File: src/rtl/product_accumulator.sv
// product_accumulator
//
// Downstream stage of the shift-and-add multiplier. Each accepted beat adds
// one unsigned product into a running accumulator. After LEN products the
// completed dot-product sum moves into a one-entry output register. That
// register is drained through a valid/ready handshake.
//
// Build option:
//    PRODUCT_ACC_SATURATE_EN  defined   -> an overflowing add clamps to 2^AW-1
//                             undefined -> an overflowing add wraps modulo 2^AW
//    Both builds set the per-vector overflow flag. The ports and the timing
//    are the same in both builds.
//
// Parameters:
//    PW   product width
//    AW   accumulator / result width (AW >= PW)
//    LEN  products per vector (1..2^CW)
//    CW   beat counter width
//
// Ports:
//    clk        rising-edge clock
//    rst        asynchronous, active-high reset
//    clr        synchronous abort of the vector in progress
//    in_valid   in_prod is valid this cycle
//    in_ready   a beat is accepted this cycle (combinational)
//    in_prod    unsigned product from the multiplier
//    out_valid  out_sum/out_ovf hold a completed vector
//    out_ready  consumer takes the result this cycle
//    out_sum    completed vector sum
//    out_ovf    overflow occurred somewhere in that vector
//    busy       a partial vector is in progress

module product_accumulator #(
   parameter int PW  = 16,
   parameter int AW  = 24,
   parameter int LEN = 8,
   parameter int CW  = 4
) (
   input  logic          clk,
   input  logic          rst,
   input  logic          clr,
   input  logic          in_valid,
   output logic          in_ready,
   input  logic [PW-1:0] in_prod,
   output logic          out_valid,
   input  logic          out_ready,
   output logic [AW-1:0] out_sum,
   output logic          out_ovf,
   output logic          busy
);

   logic [AW-1:0] acc;
   logic [CW-1:0] cnt;
   logic          vovf;

   logic          last_beat;
   logic          accept;
   logic [AW:0]   add_ext;
   logic [AW-1:0] add_sum;
   logic          add_ovf;

   // The beat that completes a vector is the one seen while the counter
   // sits at LEN-1. With LEN=1 every beat is the last one.
   assign last_beat = (cnt == CW'(LEN - 1));

   // Only the final beat has to wait for room in the output register.
   // Earlier beats only touch the accumulator, so they can go ahead while a
   // result is still pending. Draining the register in the same cycle
   // frees the slot, so the final beat does not create a bubble.
   assign in_ready = !clr && !(last_beat && out_valid && !out_ready);
   assign accept   = in_valid && in_ready;

   assign busy = (cnt != '0);

   // The product is zero-extended, and the add is one bit wider than the
   // accumulator so the carry out of bit AW-1 marks an overflow.
   assign add_ext = {1'b0, acc} + (AW + 1)'(in_prod);
   assign add_ovf = add_ext[AW];

   // Saturating build: once the sum has clamped at all-ones, any further
   // non-zero product carries out again, so the vector stays clamped.
`ifdef PRODUCT_ACC_SATURATE_EN
   assign add_sum = add_ovf ? {AW{1'b1}} : add_ext[AW-1:0];
`else
   assign add_sum = add_ext[AW-1:0];
`endif

   // Accumulator, beat counter and per-vector overflow flag.
   // clr drops the partial vector and leaves any pending result alone.
   // The final beat hands its sum to the output register and clears the
   // accumulator for the next vector.
   always_ff @(posedge clk or posedge rst) begin
      if (rst) begin
         acc  <= '0;
         cnt  <= '0;
         vovf <= 1'b0;
      end else if (clr) begin
         acc  <= '0;
         cnt  <= '0;
         vovf <= 1'b0;
      end else if (accept) begin
         if (last_beat) begin
            acc  <= '0;
            cnt  <= '0;
            vovf <= 1'b0;
         end else begin
            acc  <= add_sum;
            cnt  <= cnt + CW'(1);
            vovf <= vovf | add_ovf;
         end
      end
   end

   // One-entry output register. A drain clears out_valid, but a final beat
   // accepted in the same cycle takes priority: it reloads the register and
   // keeps out_valid high. clr is ignored here so a pending result is kept.
   always_ff @(posedge clk or posedge rst) begin
      if (rst) begin
         out_valid <= 1'b0;
         out_sum   <= '0;
         out_ovf   <= 1'b0;
      end else begin
         if (out_valid && out_ready) begin
            out_valid <= 1'b0;
         end
         if (accept && last_beat) begin
            out_valid <= 1'b1;
            out_sum   <= add_sum;
            out_ovf   <= vovf | add_ovf;
         end
      end
   end

endmodule
File: config.mk
export PLATFORM = sky130hd
export DESIGN_NAME = product_accumulator
export DESIGN_NICKNAME = d
export VERILOG_FILES = /design/src/rtl/product_accumulator.sv
export SDC_FILE = /design/constraint.sdc
export NUM_CORES = 1
export LEC_CHECK = 0
export ABC_CLOCK_PERIOD_IN_PS = 3400
export CORE_MARGIN = 1
export CORE_UTILIZATION = 55
export DETAILED_ROUTE_END_ITERATION = 8
export PLACE_DENSITY_LB_ADDON = 0.25
export SKIP_CTS_REPAIR_TIMING = 1
export SLEW_MARGIN = 20
export SYNTH_ARGS = -nofsm -noshare
export SYNTH_HDL_FRONTEND = slang
export SYNTH_SLANG_ARGS = --single-unit
export TNS_END_PERCENT = 100
File: constraint.sdc
create_clock -name clk -period 3.4 [get_ports clk]
set_clock_uncertainty 0.15 [all_clocks]
set_input_delay 1.02 -clock clk [delete_from_list [all_inputs] [get_ports clk]]
set_output_delay 1.02 -clock clk [all_outputs]
set_load 0.02 [all_outputs]
# Yosys cells after proc, flatten, opt, wreduce, memory -nomap -nowiden
# Cells that the tools add are included.
word_totals:
  reg_bits: 55
  in_bits: 21
op_classes:
  n_eq_ne: 1
  n_addsub: 2
  mux: 11
  bitwise: 1
  reduce_logical: 12
op_table:
  columns: ["cell", "n"]
  rows:
  - ["24-bit 2-to-1 mux", 3]
  - ["24-bit by 16-bit adder with 25-bit output", 1]
  - ["4-bit 2-to-1 mux", 3]
  - ["1-bit logical AND", 6]
  - ["1-bit 2-to-1 mux", 5]
  - ["4-bit by 1-bit adder with 4-bit output, second input constant", 1]
  - ["4-bit by 3-bit == test with 1-bit output, second input constant", 1]
  - ["2-bit nonzero test", 2]
  - ["4-bit nonzero test", 1]
  - ["1-bit zero test", 3]
  - ["1-bit OR", 1]

# Longest topological paths before layout
logic_depth:
  depth_word: 8
  mapped_depth: 9
  depth_no_buf: 9

# Least setup slack after synthesis
# No wires, ideal clock.
synth_timing:
  kind: "in2reg"
  from: "input in_prod[4]"
  to: "register acc[15]"
  setup_ns: 0.122
  slack_ns: 0.253
  cell_stages: 7
  arrival_ns: 2.876
  cell_sequence: "ha_1 and2_4 a221o_1 o2111ai_4 a211oi_2 or3_1 a32o_1"
synth_between:
  elab_chain_cells: 4
synth_rtl:
  columns: ["item", "line_no", "rtl"]
  rows:
  - ["start, declared", "44", "input logic [PW-1:0] in_prod,"]
  - ["24-bit by 16-bit adder with 25-bit output", "77", "assign add_ext = {1'b0, acc} + (AW + 1)'(in_prod);"]
  - ["24-bit 2-to-1 mux", "102", "if (last_beat) begin"]
  - ["24-bit 2-to-1 mux", "101", "end else if (accept) begin"]
  - ["24-bit 2-to-1 mux", "97", "end else if (clr) begin"]
  - ["end signal, assigned", "107", "acc <= add_sum;"]
  - ["end, declared", "52", "logic [AW-1:0] acc;"]
# Every way passes these cells. The select of a mux whose other input is x is not followed.
# A chain may end at the register's enable or synchronous reset.

# Final worst setup path
# Ends and elaborated chain as after synthesis.

==> metrics.txt <==
switching fraction of total power=0.350; Clock Tree Buf Depth=2; CP endpoint=acc[15]; main area contributors after synthesis=dfrtp_1, ha_1, nand2_1; cts bufs inserted=5; CP max stage cell=clkdlybuf4s50_1; initial antenna violation count=0; pin count of the biggest net entering global routing=31; HP Class=flip-flop to flip-flop; CTS root buffer=clkbuf_8; VDD IR-drop max=274 uV; Yosys top cell by area=dfrtp_1; TritonRoute pass-1 iters=4; Least-Margin Pin Slew=0.580 ns; Reg-to-Reg Start=acc[9]; average cell area after synthesis=8.99 um^2; combinational power share=0.412; Starting DRT DRC Count=206; Pleak=2.04 nW; crit path cell chain=clkdlybuf4s50_1, ha_1, and2_4, a221o_1, o2111ai_4, a211oi_2, or3_1, a32o_1; dpl cells=540; Sw Pwr=0.000702 W; share of the synthesized area in the top cell type=0.394; row cnt=28; crit path launch type=primary input; Mapped Area=3500 um^2; share of power burned in registers=0.371; pre-CTS setup slack=-0.266 ns; register area share after synthesis=0.394; post-DR wirelength/cell=16.7 um; EDFF count, synth=0; Power Total=0.00200 W; diodes inserted=0; clock latency on the worst-skew pair=0.31 ns; worst setup path startpoint=in_prod[4]; register bit total from synthesis=55; Tcrit/Tclk final=0.977; hpwl dp=6.80 mm; final hold violation count=0; share of layout cells above drive strength 1=0.175; detailed-route DRC error count=0; Overflow after GRT=0; Critical Path AT=3.37 ns; asr flop ratio synth=1.00; Core ar.=6030 um^2; WS Path Type=primary input to flip-flop; clock slew at reported path FFs=0.10 ns; Tot GR Track Use=0.298; number of max-cap violations=0; count leader, synth=dfrtp_1; die width=81.7 um; global placement routability congestion=0.902; max_slew headroom=0.613; Pwr Density=444 nW/um^2; Synth-to-Final Area Change=29.1%; Antenna Nets Post-Route=0; worst setup margin=0.0799 ns; clock power share=0.217; status=finished clean; die height=81.7 um; Nets=513; Post-Syn Instances=389; Critical Path End Type=flip-flop; wire length of the first global-routing pass=15.1 mm; clock sinks=55; Synth cell types=62; final wirelength=9.15 mm; maximum fanout along the worst path=5; Design Area, Final=4510 um^2; fin crit period=3.32 ns; CP required=3.45 ns; fmax=301 MHz; Die Area=6680 um^2; H-Tree Level Count=2; DR vias=3285; Fin Setup TNS=0 ns; endpoints failing setup=0; Mapped Nets=429; port bufs=48; Synth Warn #=0; Register-to-Register Path Depth=8; vias in the first global route=3168; Initial Util=0.580; Largest stage delay, worst path=0.41 ns; Placement Cell Area=4370 um^2; CTS tree=built; reg2reg end=out_sum[22]; Finished Layout Cells=548; synth cell count leaders=dfrtp_1, nand2_1, o21ai_0, nor2_1, a21oi_1; Power Internal=0.00130 W; via density per instance=5.99; ys flop type=dfrtp_1; Boundary Pins=49; Final Max Tran Viols=0; FF-to-FF setup slack=0.78 ns
[routing by layer]
metal	part of all wire	up-vias	GRT usage
met1	0.47	1570	0.417
met2	0.46	98	0.489
li1	-	1610	-
met3	0.066	7	0.0400
met5	0	-	0
met4	0.0092	0	0.0667
[area by class of cell]
type | instances | area (um^2)
inverter | 13 | 48.8
sequential | 55 | 1380
clock inverter | 2 | 37.5
clock buffer | 5 | 68.8
timing repair buffer | 100 | 886
tap | 75 | 93.8
fill | 471 | 1510
multi-input combinational | 298 | 2000
[registers in the layout, indices dropped and copies added, names as in the netlist]
name / count
vovf: 1
cnt: 4
out_ovf: 1
out_valid: 1
out_sum: 24
acc: 24
[kinds of logic after synthesis]
family | Yosys count | share of synthesized area
xor gates and xnor gates | 10 | 0.0250
adders and majority gates | 19 | 0.0701
AOI/OAI and AO/OA | 123 | 0.255
buffers and inverters | 36 | 0.0404
and+or+nand+nor | 139 | 0.194
muxes | 7 | 0.0218
DFF | 55 | 0.394
[stage by stage]
step,hold WS [ns],util
2_1_floorplan,0.297,-
3_3_place_gp,0.307,0.726
3_5_place_dp,0.311,0.726
4_1_cts,0.336,0.744
5_1_grt,0.375,0.749
6_report,0.333,0.749
[worst max-delay path, delay by kind of cell]
kind,cells,cell delay [ns]
and+or+nand+nor,2,0.57
AOI/OAI and AO/OA,4,1.03
adders and majority gates,1,0.34
buffers and inverters,1,0.41
[how the worst min path moves through the flow]
| stage | from | endpoint | slack, ns | depth (start not counted) |
|---|---|---|---|---|
| global route | out_sum[1] | out_sum[1] | 0.38 | 2 |
| CTS | out_sum[5] | out_sum[5] | 0.34 | 2 |
| floorplan | acc[2] | acc[2] | 0.30 | 2 |
| finish | out_sum[3] | out_sum[3] | 0.33 | 2 |
| global placement | out_sum[5] | out_sum[5] | 0.31 | 2 |
| detailed placement | out_sum[5] | out_sum[5] | 0.31 | 2 |
[layout by cell type, fill, tap and decap left out, types with 8 or more instances in the layout]
cell type        synthesis  layout
o21ai_0                 27      26
clkdlybuf4s50_1          0      47
a21oi_1                 20      20
nand3_1                 17      17
ha_1                    18      18
a22o_1                   9       9
nor3_1                  11      10
dfrtp_1                 55      55
nand2_1                 49      49
buf_4                    0      51
a31oi_1                  8       8
inv_1                   13      12
nor2_1                  24      24
[power groups by stage]
stage | sequential [W] | clock (W) | combinational [W]
floorplan | 0.000738 | 0 | 0.000512
global placement | 0.000751 | 0 | 0.000774
detailed placement | 0.000755 | 0 | 0.000794
CTS | 0.000743 | 0.000441 | 0.000802
global route | 0.000751 | 0.000466 | 0.000915
finish | 0.000745 | 0.000435 | 0.000825
(Power assumes the default switching activity.)
